$ cat src/rtl/arm_mem_pkg.sv
// Shared definitions for the MEM-stage SRAM data-memory controller.
// Latency: n/a (types and constants only).
// Backpressure: n/a.
package arm_mem_pkg;

  // Controller phases: idle, low half-word, high half-word, one-cycle completion
  typedef enum logic [1:0] {
    ST_IDLE = 2'd0,
    ST_LO   = 2'd1,
    ST_HI   = 2'd2,
    ST_DONE = 2'd3
  } mem_state_t;

  localparam logic [31:0] DEF_BASE_ADDR = 32'd1024;
  localparam int          DEF_SRAM_AW   = 18;
  localparam int          DEF_WAIT_CYC  = 3;

  // Wide enough for WAIT_CYC up to 15
  localparam int          CNT_W         = 4;

endpackage

$ cat src/rtl/sram_phase_cnt.sv
// Per-phase wait counter; flags the final cycle of a half-word phase.
// Latency: last is combinational from the registered count.
// Backpressure: none; clr has priority over inc.
module sram_phase_cnt
  import arm_mem_pkg::*;
#(
  parameter int WAIT_CYC = DEF_WAIT_CYC
) (
  input  logic clk,
  input  logic rst,
  input  logic clr,
  input  logic inc,
  output logic last
);

  logic [CNT_W-1:0] cnt;

  // Count cycles within a phase; restart at zero on clear
  always_ff @(posedge clk or negedge rst) begin
    if (!rst) begin
      cnt <= '0;
    end else if (clr) begin
      cnt <= '0;
    end else if (inc) begin
      cnt <= cnt + CNT_W'(1);
    end
  end

  assign last = (cnt == CNT_W'(WAIT_CYC - 1));

endmodule

$ cat src/rtl/sram_mem_ctrl.sv
// Maps 32-bit loads/stores onto a 16-bit async SRAM as two half-word phases.
// Latency: request cycle + 2*WAIT_CYC cycles low ready, ready high in DONE.
// Backpressure: ready=0 while an access is in flight freezes the pipeline.
module sram_mem_ctrl
  import arm_mem_pkg::*;
#(
  parameter logic [31:0] BASE_ADDR = DEF_BASE_ADDR,
  parameter int          SRAM_AW   = DEF_SRAM_AW,
  parameter int          WAIT_CYC  = DEF_WAIT_CYC
) (
  input  logic               clk,
  input  logic               rst,
  input  logic               mem_read_en,
  input  logic               mem_write_en,
  input  logic [31:0]        address,
  input  logic [31:0]        write_data,
  output logic [31:0]        read_data,
  output logic               ready,
  output logic [SRAM_AW-1:0] sram_addr,
  output logic [15:0]        sram_dq_o,
  output logic               sram_dq_oe,
  input  logic [15:0]        sram_dq_i,
  output logic               sram_we_n
);

  mem_state_t         state;
  mem_state_t         state_nxt;
  logic               req;
  logic               last;
  logic               cnt_inc;
  logic [31:0]        offset;
  logic [SRAM_AW-2:0] req_word;
  logic [SRAM_AW-2:0] lat_word;
  logic [31:0]        lat_wdata;
  logic               lat_wr;
  logic [15:0]        rd_lo;
  logic               unused_offset_bits;

  assign req = mem_read_en | mem_write_en;

  // Word index relative to the mapped base; out-of-range addresses wrap
  assign offset             = address - BASE_ADDR;
  assign req_word           = offset[SRAM_AW:2];
  assign unused_offset_bits = ^{offset[31:SRAM_AW+1], offset[1:0]};

  assign cnt_inc = (state == ST_LO) || (state == ST_HI);

  sram_phase_cnt #(
    .WAIT_CYC (WAIT_CYC)
  ) u_phase_cnt (
    .clk  (clk),
    .rst  (rst),
    .clr  (~cnt_inc | last),
    .inc  (cnt_inc),
    .last (last)
  );

  // State register
  always_ff @(posedge clk or negedge rst) begin
    if (!rst) begin
      state <= ST_IDLE;
    end else begin
      state <= state_nxt;
    end
  end

  // Next-state: each half-word phase ends on the counter's terminal cycle
  always_comb begin
    state_nxt = state;
    case (state)
      ST_IDLE: if (req)  state_nxt = ST_LO;
      ST_LO:   if (last) state_nxt = ST_HI;
      ST_HI:   if (last) state_nxt = ST_DONE;
      ST_DONE:           state_nxt = ST_IDLE;
      default:           state_nxt = ST_IDLE;
    endcase
  end

  // SRAM pins, request latch and read assembly change on phase-entry edges
  always_ff @(posedge clk or negedge rst) begin
    if (!rst) begin
      sram_addr  <= '0;
      sram_dq_o  <= '0;
      sram_dq_oe <= 1'b0;
      sram_we_n  <= 1'b1;
      read_data  <= '0;
      rd_lo      <= '0;
      lat_word   <= '0;
      lat_wdata  <= '0;
      lat_wr     <= 1'b0;
    end else begin
      case (state)
        ST_IDLE: begin
          if (req) begin
            // A simultaneous read and write request is served as a write
            lat_word   <= req_word;
            lat_wdata  <= write_data;
            lat_wr     <= mem_write_en;
            sram_addr  <= {req_word, 1'b0};
            sram_we_n  <= ~mem_write_en;
            sram_dq_oe <= mem_write_en;
            if (mem_write_en) begin
              sram_dq_o <= write_data[15:0];
            end
          end
        end
        ST_LO: begin
          if (last) begin
            sram_addr <= {lat_word, 1'b1};
            if (lat_wr) begin
              sram_dq_o <= lat_wdata[31:16];
            end else begin
              rd_lo <= sram_dq_i;
            end
          end
        end
        ST_HI: begin
          if (last) begin
            sram_we_n  <= 1'b1;
            sram_dq_oe <= 1'b0;
            if (!lat_wr) begin
              read_data <= {sram_dq_i, rd_lo};
            end
          end
        end
        default: begin
        end
      endcase
    end
  end

  assign ready = (state == ST_DONE) || ((state == ST_IDLE) && !req);

endmodule
$ cat config.mk
export PLATFORM = sky130hd
export DESIGN_NAME = sram_mem_ctrl
export DESIGN_NICKNAME = d
export VERILOG_FILES = /design/src/rtl/arm_mem_pkg.sv /design/src/rtl/sram_phase_cnt.sv /design/src/rtl/sram_mem_ctrl.sv
export SDC_FILE = /design/constraint.sdc
export NUM_CORES = 1
export LEC_CHECK = 0
export ABC_CLOCK_PERIOD_IN_PS = 2000
export CAP_MARGIN = 40
export CORE_ASPECT_RATIO = 1.25
export CORE_MARGIN = 2
export CORE_UTILIZATION = 43
export DETAILED_ROUTE_END_ITERATION = 8
export PLACE_DENSITY = 0.81
export SYNTH_ARGS = -nofsm -noshare
export SYNTH_HDL_FRONTEND = slang
export SYNTH_SLANG_ARGS = --single-unit
$ cat constraint.sdc
create_clock -name clk -period 2 [get_ports clk]
set_clock_uncertainty 0.05 [all_clocks]
set_input_delay 0.2 -clock clk [delete_from_list [all_inputs] [get_ports clk]]
set_output_delay 0.2 -clock clk [all_outputs]
set_load 0.1 [all_outputs]
==> results of run 1 <==
==> repair_timing <==
| item | CTS | global route |
|---|---|---|
| buffers inserted | 1 | 6 |
| hold buffers | 1 | 0 |
| gates resized for setup | 4 | 5 |
| hold endpoints to repair | 123 | 0 |
| setup endpoints to repair | 63 | 58 |
| pin swaps | 0 | 1 |
| cloned | 0 | 2 |
==> kinds of logic (layout without fill, tap and decap cells) <==
kind of cell,after synthesis,in the layout
buffers and inverters,28,199
XOR/XNOR,9,9
AO/OA/AOI/OAI,58,59
AND/OR/NAND/NOR,84,84
multiplexers,99,99
flip-flops,124,124
adder cells (fa/ha/maj),8,8
==> metal layers <==
layer	part of all wire	GRT usage	vias up
li1	-	-	1750
met1	0.41	0.207	1844
met2	0.51	0.299	116
met3	0.063	0.0619	9
met4	0.011	0.0557	0
met5	0	0	-
==> registers in the layout, summed over array words and instances, names as in the netlist <==
name / count
lat_wr: 1
sram_dq_oe: 1
lat_wdata: 16
state: 2
sram_dq_o: 16
sram_we_n: 1
read_data: 32
rd_lo: 16
lat_word: 17
sram_addr: 18
u_phase_cnt.cnt: 4
==> how the worst min path moves through the flow <==
stage / slack [ps] / cells after the start / startpoint / end
2_1_floorplan: -150 / 0 / rst / lat_wdata[16]$_DFFE_PN0P_
3_5_place_dp: 7 / 1 / rst / read_data[22]$_DFFE_PN0P_
3_3_place_gp: 6 / 1 / rst / read_data[24]$_DFFE_PN0P_
4_1_cts: 120 / 2 / rst / read_data[24]$_DFFE_PN0P_
5_1_grt: 160 / 2 / rst / read_data[22]$_DFFE_PN0P_
6_report: 140 / 2 / rst / read_data[22]$_DFFE_PN0P_
==> final cells by class <==
cell class	instances	area, um2	area share
sequential	124	3100	0.413
clock buffer	24	472	0.0627
inverter	8	30.0	0.00399
clock inverter	8	115	0.0153
timing repair buffer	159	1490	0.198
multi-input combinational	259	2110	0.280
tap	164	205	0.0273
==> placed cells by master (no fill, tap or decap), types with 2 or more instances in the layout <==
master             n
xor2_1             2
mux2i_1           24
clkbuf_8           2
nand3_1            6
clkinv_2           5
o21ai_1            5
mux2_4             6
buf_12             8
clkdlybuf4s50_1   67
dfrtp_1          123
inv_1              6
ha_2               3
inv_2              2
a21oi_1           21
o21ai_2            6
clkbuf_16         18
buf_4             81
bufinv_16          3
clkbuf_1           5
xnor2_1            7
nand2_1           36
ha_1               5
o211ai_1           4
o21ai_0           13
nor2_1            28
mux2_2            69
==> Yosys cell counts, types with 7 or more instances <==
cell type	count	share of area
nand2_1	36	0.025
xnor2_1	7	0.012
a21oi_1	21	0.020
ha_1	8	0.019
mux2i_1	24	0.045
mux2_2	69	0.15
inv_1	8	0.0056
o21ai_0	13	0.012
dfrtp_1	123	0.58
nor2_1	28	0.020
==> metrics by stage <==
step | setup WS [ps] | std cells
after global placement | -58.3 | 704
final | 11.5 | 746
after global routing | -47.4 | 746
after detailed placement | -112 | 704
after floorplan | 28.1 | 410
after CTS | 6.45 | 738
==> out/results.tsv, run 1 <==
metric	value	unit
final_layout_size_suffix_gt1_frac	0.373	
post_synth_fa_ha_maj_area_fraction	0.0188	
place.port_buffers	137	
worst_setup_path_type	register to register	
synth_top_family_by_area	multiplexers	
crit_reg_reg_endpoint	read_data[24]$_DFFE_PN0P_	
timing.max_slew.rel_slack	0.712	
first_pass_grt_wire_length	18300	um
rows	45	
n_antenna_cell	0	
core_region_area	0.0121	mm2
synth.avg_cell_area	13.0	um2
yosysSeqAreaShare	0.583	
numCtsBuffers	17	
worstPathRequired	2230	ps
worst_skew_pair.late_latency	400	ps
regToRegSetupSlack	10	ps
cp.arrival	2220	ps
synth_ff_type	dfrtp_1	
finalHoldWorstSlack	144	ps
cap_violations	0	
drt_first_iter_violations	73	
route.vias.total	3719	
gate_family_responsible_for_the_most_delay_along_the_worst_path	simple AND/OR/NAND/NOR gates	
drtPass1Iterations	4	
die_area	0.0133	mm2
worst-r2r-cell-count	7	
crit_path_top_delay_cell	or3b_4	
drt_wl_total	11600	um
cp-endpoint	read_data[24]$_DFFE_PN0P_	
critPathLaunchType	register	
initial_utilization	0.439	
synth-xor-area-share	0.0148	
layout.cell_area.non_filler	0.00752	mm2
timing.critical_path.to_type	register	
area_growth_syn_to_layout	41.3	%
fillerInstances	938	
total_number_of_clock_tree_sinks	124	
top_level_ports	153	
grtUsageTotal	0.176	
launch_point_of_the_worst_path	u_phase_cnt.cnt[0]$_DFFE_PN0P_	
synth.lib_cells_used.distinct	42	
syn_area	0.00532	mm2
max-clock-path-buffers	2	
final-max-slew-violation-count	0	
finalNetCount	661	
finalSetupViolations	0	
viasPerCell	4.99	
place_hpwl	7850	um
synthesis.instances	410	
grt_start_max_net_pins	70	
synthesized_netlist_net_count	502	
fin_util	0.621	
cts_max_level	4	
max_fclk	503	MHz
outcome	complete, no violations	
actual_transition_at_the_worst_max_transition_pin	422	ps
number_of_global_route_vias_before_repair	3902	
detailed_place.area	0.00681	mm2
worst_r2r_startpoint	u_phase_cnt.cnt[0]$_DFFE_PN0P_	
multiplexer_area_fraction_after_synthesis	0.208	
die_x	103	um
delay_of_the_slowest_critical_path_stage	470	ps
hold_viol_final	0	
gp_congestion	0.772	
detail-route-antenna-nets	0	
critical_path.max_fanout	13	
cp.depth	7	
holdCritPathClass	input port to asynchronous set/reset pin	
final_min_period_over_clock_period	0.994	
synth_compound_gate_area_share	0.0696	
buf_inv_stages_crit_path	2	
tritoncts	built	
cts.root.buffer_cell	clkbuf_16	
die_height	128	um
ys_seq_elements	124	
route.detailed.drc	0	
cts.clk_slew.worst_paths	50	ps
synth_edf_count	0	
path_cells	inv_1 > ha_2 > or3b_4 > nor2_8 > nand2_8 > buf_12 > mux2_4	
synth.yosys.warnings	0	
post_drt_wl_per_cell	15.6	um
finalCriticalPeriod	1990	ps
yosys.area_share.simple	0.0746	
grt_antenna_before_repair	0	
grt_setup_unrepaired	true	
fin_tns_setup	0	ps
global_route.overflow_total	0	
asyncSetResetFlopFracSynth	1.00	
Power of run 1 is not shown: default switching activity piles up to over one toggle a cycle in this logic, so the estimate is an artifact.
==> inputs of run 2 (changes only) <==
--- a/config.mk
+++ b/config.mk
@@ -5,13 +5,13 @@
 export SDC_FILE = /design/constraint.sdc
 export NUM_CORES = 1
 export LEC_CHECK = 0
-export ABC_CLOCK_PERIOD_IN_PS = 2000
-export CAP_MARGIN = 40
+export ABC_CLOCK_PERIOD_IN_PS = 1900
+export CAP_MARGIN = 20
 export CORE_ASPECT_RATIO = 1.25
 export CORE_MARGIN = 2
-export CORE_UTILIZATION = 43
+export CORE_UTILIZATION = 48
 export DETAILED_ROUTE_END_ITERATION = 8
-export PLACE_DENSITY = 0.81
+export PLACE_DENSITY = 0.86
 export SYNTH_ARGS = -nofsm -noshare
 export SYNTH_HDL_FRONTEND = slang
 export SYNTH_SLANG_ARGS = --single-unit
==> constraint.sdc (replaced) <==
create_clock -name clk -period 1.9 [get_ports clk]
set_clock_uncertainty 0.05 [all_clocks]
set_input_delay 0.19 -clock clk [delete_from_list [all_inputs] [get_ports clk]]
set_output_delay 0.19 -clock clk [all_outputs]
set_load 0.1 [all_outputs]
==> run 2 against run 1 <==
Compared with the run above: the run now ends with negative setup slack left; final area grew 1.1%; sequential cell count is the same; cell count shrank 3.1%; register-to-register slack lost 50 ps; first-iteration DRC count grew 88%; global-route usage grew 2.8 points; highest routed layer unchanged; sequential share of layout area shrank 0.44 points.
==> out/results.tsv, run 2 (synthesized netlist as in run 1, its figures left out) <==
metric	value	unit	change
total_number_of_clock_tree_sinks	124		unchanged
numCtsBuffers	17		unchanged
gate_family_responsible_for_the_most_delay_along_the_worst_path	simple AND/OR/NAND/NOR gates		
failing_checks	negative setup slack		
drt_wl_total	12100	um	+3.8%
grt_start_max_net_pins	51		-27%
cts.root.buffer_cell	clkbuf_16		
finalCriticalPeriod	1940	ps	-46.6 ps
regToRegSetupSlack	-40	ps	-50 ps
top_level_ports	153		unchanged
mostFrequentLayoutCells	123 x dfrtp_1, 87 x buf_4, 69 x mux2_2, 67 x clkdlybuf4s50_1, 35 x nand2_1		
actual_transition_at_the_worst_max_transition_pin	440	ps	+18.3 ps
final_min_period_over_clock_period	1.02		+0.0278
tritoncts	built		
place.port_buffers	137		unchanged
multiInputGateArea	0.00213	mm2	+1.3%
timing.critical_path.to_type	register		
area_growth_syn_to_layout	42.9	%	
max-clock-path-buffers	2		unchanged
most_flop_heavy_register	read_data		
max_fclk	515	MHz	+2.4%
worst_skew_pair.late_latency	400	ps	about the same
buf_inv_stages_crit_path	2		unchanged
path_cells	inv_2 > ha_4 > or3b_4 > nor2_8 > nand2_4 > buf_12 > mux2_4		
n_antenna_cell	0		unchanged
gp_congestion	0.753		-2.5%
drt_first_iter_violations	137		+88%
cts_max_level	4		unchanged
post_drt_wl_per_cell	16.7	um	+7.1%
largest_registers	read_data: 32 flops, sram_addr: 18 flops, lat_word: 17 flops		
detail-route-antenna-nets	0		unchanged
route.detailed.drc	0		unchanged
fin_tns_setup	-644	ps	-644 ps
final_layout_size_suffix_gt1_frac	0.391		+0.0183
die_height	122	um	-5.2%
grt_antenna_before_repair	0		unchanged
cp.arrival	2170	ps	-50 ps
delay_of_the_slowest_critical_path_stage	460	ps	about the same
die_area	0.0119	mm2	-10%
drtPass1Iterations	4		unchanged
viasPerCell	5.23		+5.0%
first_pass_grt_wire_length	19400	um	+6.1%
core_region_area	0.0110	mm2	-9.3%
max_reg_flops	32		unchanged
outcome	finished with violations		
number_of_global_route_vias_before_repair	3970		+1.7%
finalHoldWorstSlack	221	ps	+77.9 ps
global_route.overflow_total	0		unchanged
route.vias.total	3784		+1.7%
die_x	98.2	um	-5.1%
cap_violations	0		unchanged
fin_util	0.692		+0.0713
cts.clk_slew.worst_paths	60	ps	about the same
critical_path.max_fanout	7		-6
finalSetupViolations	32		+32
critPathLaunchType	register		
mostFrequentLayoutCell	dfrtp_1		
worstPathRequired	2130	ps	-100 ps
initial_utilization	0.485		+0.0452
hold_viol_final	0		unchanged
grtUsageTotal	0.204		+0.0277
finalNetCount	667		+0.91%
timing.max_slew.rel_slack	0.707		-0.00491
finalWorstSetupSlack	-41.9	ps	-53.4 ps
rows	43		-4.4%
grt_setup_unrepaired	true		
place_hpwl	8150	um	+3.8%
worst_setup_path_type	register to register		
holdCritPathClass	input port to asynchronous set/reset pin		
fillerInstances	774		-17%
final-seq-area	0.00310	mm2	unchanged
final-max-slew-violation-count	0		unchanged
crit_path_top_delay_cell	or3b_4		
## run 2: changes by cell type in the layout (fill, tap and decap cells not counted), moves of 2 or more
cell	delta
buf_4	+6
clkbuf_1	-4
clkinv_4	+3
ha_2	-3
ha_4	+3
clkbuf_8	-2
clkinv_2	-2
clkinvlp_4	+2
inv_6	+2
## run 2: final timing paths
path	startpoint	to	depth (start not counted)
worst max-delay path	u_phase_cnt.cnt[0]$_DFFE_PN0P_	read_data[15]$_DFFE_PN0P_	7
worst min-delay path	rst	read_data[29]$_DFFE_PN0P_	2
worst max register to register	u_phase_cnt.cnt[0]$_DFFE_PN0P_	read_data[15]$_DFFE_PN0P_	7
worst min register to register	sram_addr[8]$_DFFE_PN0P_	sram_addr[8]$_DFFE_PN0P_	2
max in group asynchronous	rst	sram_we_n$_DFFE_PN1P_	3
min in group clk	write_data[25]	lat_wdata[25]$_DFFE_PN0P_	2
## run 2: area by class of cell
class	instances	share of cell area
inverter	8	0.00395
sequential	124	0.408
clock inverter	14	0.0255
timing repair buffer	165	0.203
clock buffer	18	0.0565
multi-input combinational	259	0.281
tap	135	0.0222
## run 2: what timing repair did
item | 4_1_cts | 5_1_grt
gates resized for setup | 4 | 9
endpoints found under the setup margin | 71 | 74
setup buffers | 2 | 2
endpoints found under the hold margin | 30 | 0
cloned | 1 | 1
pin swaps | 1 | 5
hold buffers | 1 | 0
## run 2: through the flow
step | instances | setup slack (ps) | cell area (um2)
global route | 723 | -97.2 | 7600
global placement | 684 | -63.6 | 6850
CTS | 720 | -39.9 | 7520
detailed placement | 684 | -140 | 6850
finish | 723 | -41.9 | 7600
floorplan | 410 | -22.5 | 5320
## run 2: routing by layer
layer / vias to the layer above / share of wire / track usage
met3: 9 / 0.065 / 0.0666
li1: 1758 / - / -
met5: - / 0 / 0
met1: 1894 / 0.40 / 0.238
met4: 0 / 0.0065 / 0.0497
met2: 123 / 0.53 / 0.365
Power of run 2 is left out for the same reason.
==> inputs of run 3 (changes only) <==
--- a/config.mk
+++ b/config.mk
@@ -7,7 +7,7 @@
 export LEC_CHECK = 0
 export ABC_CLOCK_PERIOD_IN_PS = 1900
 export CAP_MARGIN = 20
-export CORE_ASPECT_RATIO = 1.25
+export CORE_ASPECT_RATIO = 1.1
 export CORE_MARGIN = 2
 export CORE_UTILIZATION = 48
 export DETAILED_ROUTE_END_ITERATION = 8
==> run 3 against run 2 <==
Compared with the run above: the flow still finishes with violations (negative setup slack); wire length up 5.0%; core utilization up 2.0 points; register-to-register slack worse by 60 ps; hold slack better by 32 ps; first-iteration DRC count up 11%; count of clock-buffer cells in the layout down 1; cell count up 3.2%; sequential share of layout area down 0.70 points; global-route usage up 1.4 points.
==> out/results.tsv, run 3 (synthesized netlist as in run 1, its figures left out) <==
metric	value	unit	change
outcome	finished with violations		
failing_checks	negative setup slack		
cts_max_level	4		unchanged
final_min_period_over_clock_period	1.05		+0.0322
post_drt_wl_per_cell	17.0	um	+1.7%
die_x	104	um	+6.3%
cp.arrival	2250	ps	+80 ps
hold_viol_final	0		unchanged
grt_start_max_net_pins	44		-14%
worst_setup_path_type	register to register		
initial_utilization	0.490		+0.00514
finish.cell_count_without_fillers	746		+3.2%
m1WireLength	4910	um	+1.9%
mostFrequentLayoutCells	123 x dfrtp_1, 95 x buf_4, 67 x mux2_2, 67 x clkdlybuf4s50_1, 34 x nand2_1		
n_antenna_cell	0		unchanged
holdCritPathClass	input port to asynchronous set/reset pin		
cap_violations	0		unchanged
final_layout_size_suffix_gt1_frac	0.409		+0.0179
rows	40		-7.0%
finalWorstSetupSlack	-103	ps	-61.1 ps
area_growth_syn_to_layout	45.3	%	
top_level_ports	153		unchanged
finalCriticalPeriod	2000	ps	+61.1 ps
crit_path_top_delay_cell	dfrtp_1		
mostFrequentLayoutCell	dfrtp_1		
wl_met2	7000	um	+9.4%
finalHoldWorstSlack	253	ps	+31.6 ps
worstPathRequired	2140	ps	about the same
cts.root.buffer_cell	clkbuf_16		
cts.clk_slew.worst_paths	60	ps	about the same
finalNetCount	678		+1.6%
viasPerCell	5.16		-1.5%
grt_antenna_before_repair	0		unchanged
gp_congestion	0.790		+4.9%
grtUsageTotal	0.217		+0.0136
place.port_buffers	137		unchanged
die_area	0.0119	mm2	about the same
drtPass1Iterations	4		unchanged
actual_transition_at_the_worst_max_transition_pin	544	ps	+104 ps
timing.max_slew.rel_slack	0.637		-0.0696
largest_registers	read_data: 32 flops, sram_addr: 18 flops, lat_word: 17 flops		
drt_first_iter_violations	152		+11%
numCtsBuffers	17		unchanged
buf_inv_stages_crit_path	2		unchanged
most_flop_heavy_register	read_data		
dp_worst_setup_slack	-101	ps	+38.7 ps
worst_skew_pair.late_latency	410	ps	about the same
max_fclk	499	MHz	-3.0%
placedCellCount	699		+2.2%
timing.critical_path.to_type	register		
critical_path.max_fanout	8		+1
top_routing_layer_in_use	met4		
route.vias.total	3847		+1.7%
first_pass_grt_wire_length	20200	um	+4.1%
delay_of_the_slowest_critical_path_stage	370	ps	-90 ps
place_hpwl	8400	um	+3.0%
max_reg_flops	32		unchanged
critPathLaunchType	register		
path_cells	inv_1 > ha_2 > or3b_1 > buf_6 > a211oi_4 > mux2_4		
core_region_area	0.0109	mm2	-1.0%
final-max-slew-violation-count	0		unchanged
total_number_of_clock_tree_sinks	124		unchanged
die_height	114	um	-6.0%
grt_setup_unrepaired	true		
tritoncts	built		
route.detailed.drc	0		unchanged
routed_wl_met3	511	um	-34%
detail-route-antenna-nets	0		unchanged
number_of_global_route_vias_before_repair	4116		+3.7%
gate_family_responsible_for_the_most_delay_along_the_worst_path	flip-flops		
fillerInstances	708		-8.5%
finalSetupViolations	58		+81%
max-clock-path-buffers	2		unchanged
drt_wl_total	12700	um	+5.0%
fin_tns_setup	-2430	ps	-1780 ps
global_route.overflow_total	0		unchanged
-- run 3: worst paths after layout --
kind	slack, ps	endpoint	start	cells past startpoint
max	-100	sram_addr[12]$_DFFE_PN0P_	u_phase_cnt.cnt[0]$_DFFE_PN0P_	6
min	250	lat_word[5]$_DFFE_PN0P_	rst	2
max reg2reg	-100	sram_addr[12]$_DFFE_PN0P_	u_phase_cnt.cnt[0]$_DFFE_PN0P_	6
min reg2reg	430	sram_addr[8]$_DFFE_PN0P_	sram_addr[8]$_DFFE_PN0P_	2
max in group asynchronous	930	sram_addr[0]$_DFFE_PN0P_	rst	3
min in group clk	340	lat_wdata[27]$_DFFE_PN0P_	write_data[27]	2
-- run 3: what timing repair did --
action,CTS,global route
pin swaps,1,10
hold buffers,1,0
resized for setup,8,12
endpoints found under the hold margin,35,0
setup endpoints to repair,67,69
cloned,2,1
buffers inserted,3,8
-- run 3: layout make-up --
type / instances / area, um2 / share of cell area
clock buffers: 17 / 425 / 0.0550
repair buffers: 174 / 1600 / 0.206
well taps: 147 / 184 / 0.0238
multi-input cells: 261 / 2180 / 0.282
inverters: 8 / 30.0 / 0.00388
clock inverters: 15 / 214 / 0.0277
flip-flops and latches: 124 / 3100 / 0.401
-- run 3: metal layers --
metal	global-route usage	vias up
met2	0.396	92
met5	0	-
met3	0.0609	14
met1	0.241	1944
li1	-	1797
met4	0.0856	0
-- run 3: through the flow --
stage / util / area, um2
final: 0.712 / 7730
after global routing: 0.712 / 7730
after CTS: 0.700 / 7600
after detailed placement: 0.634 / 6890
after global placement: 0.634 / 6890
after floorplan: - / 5320
Power of run 3 is left out for the same reason.
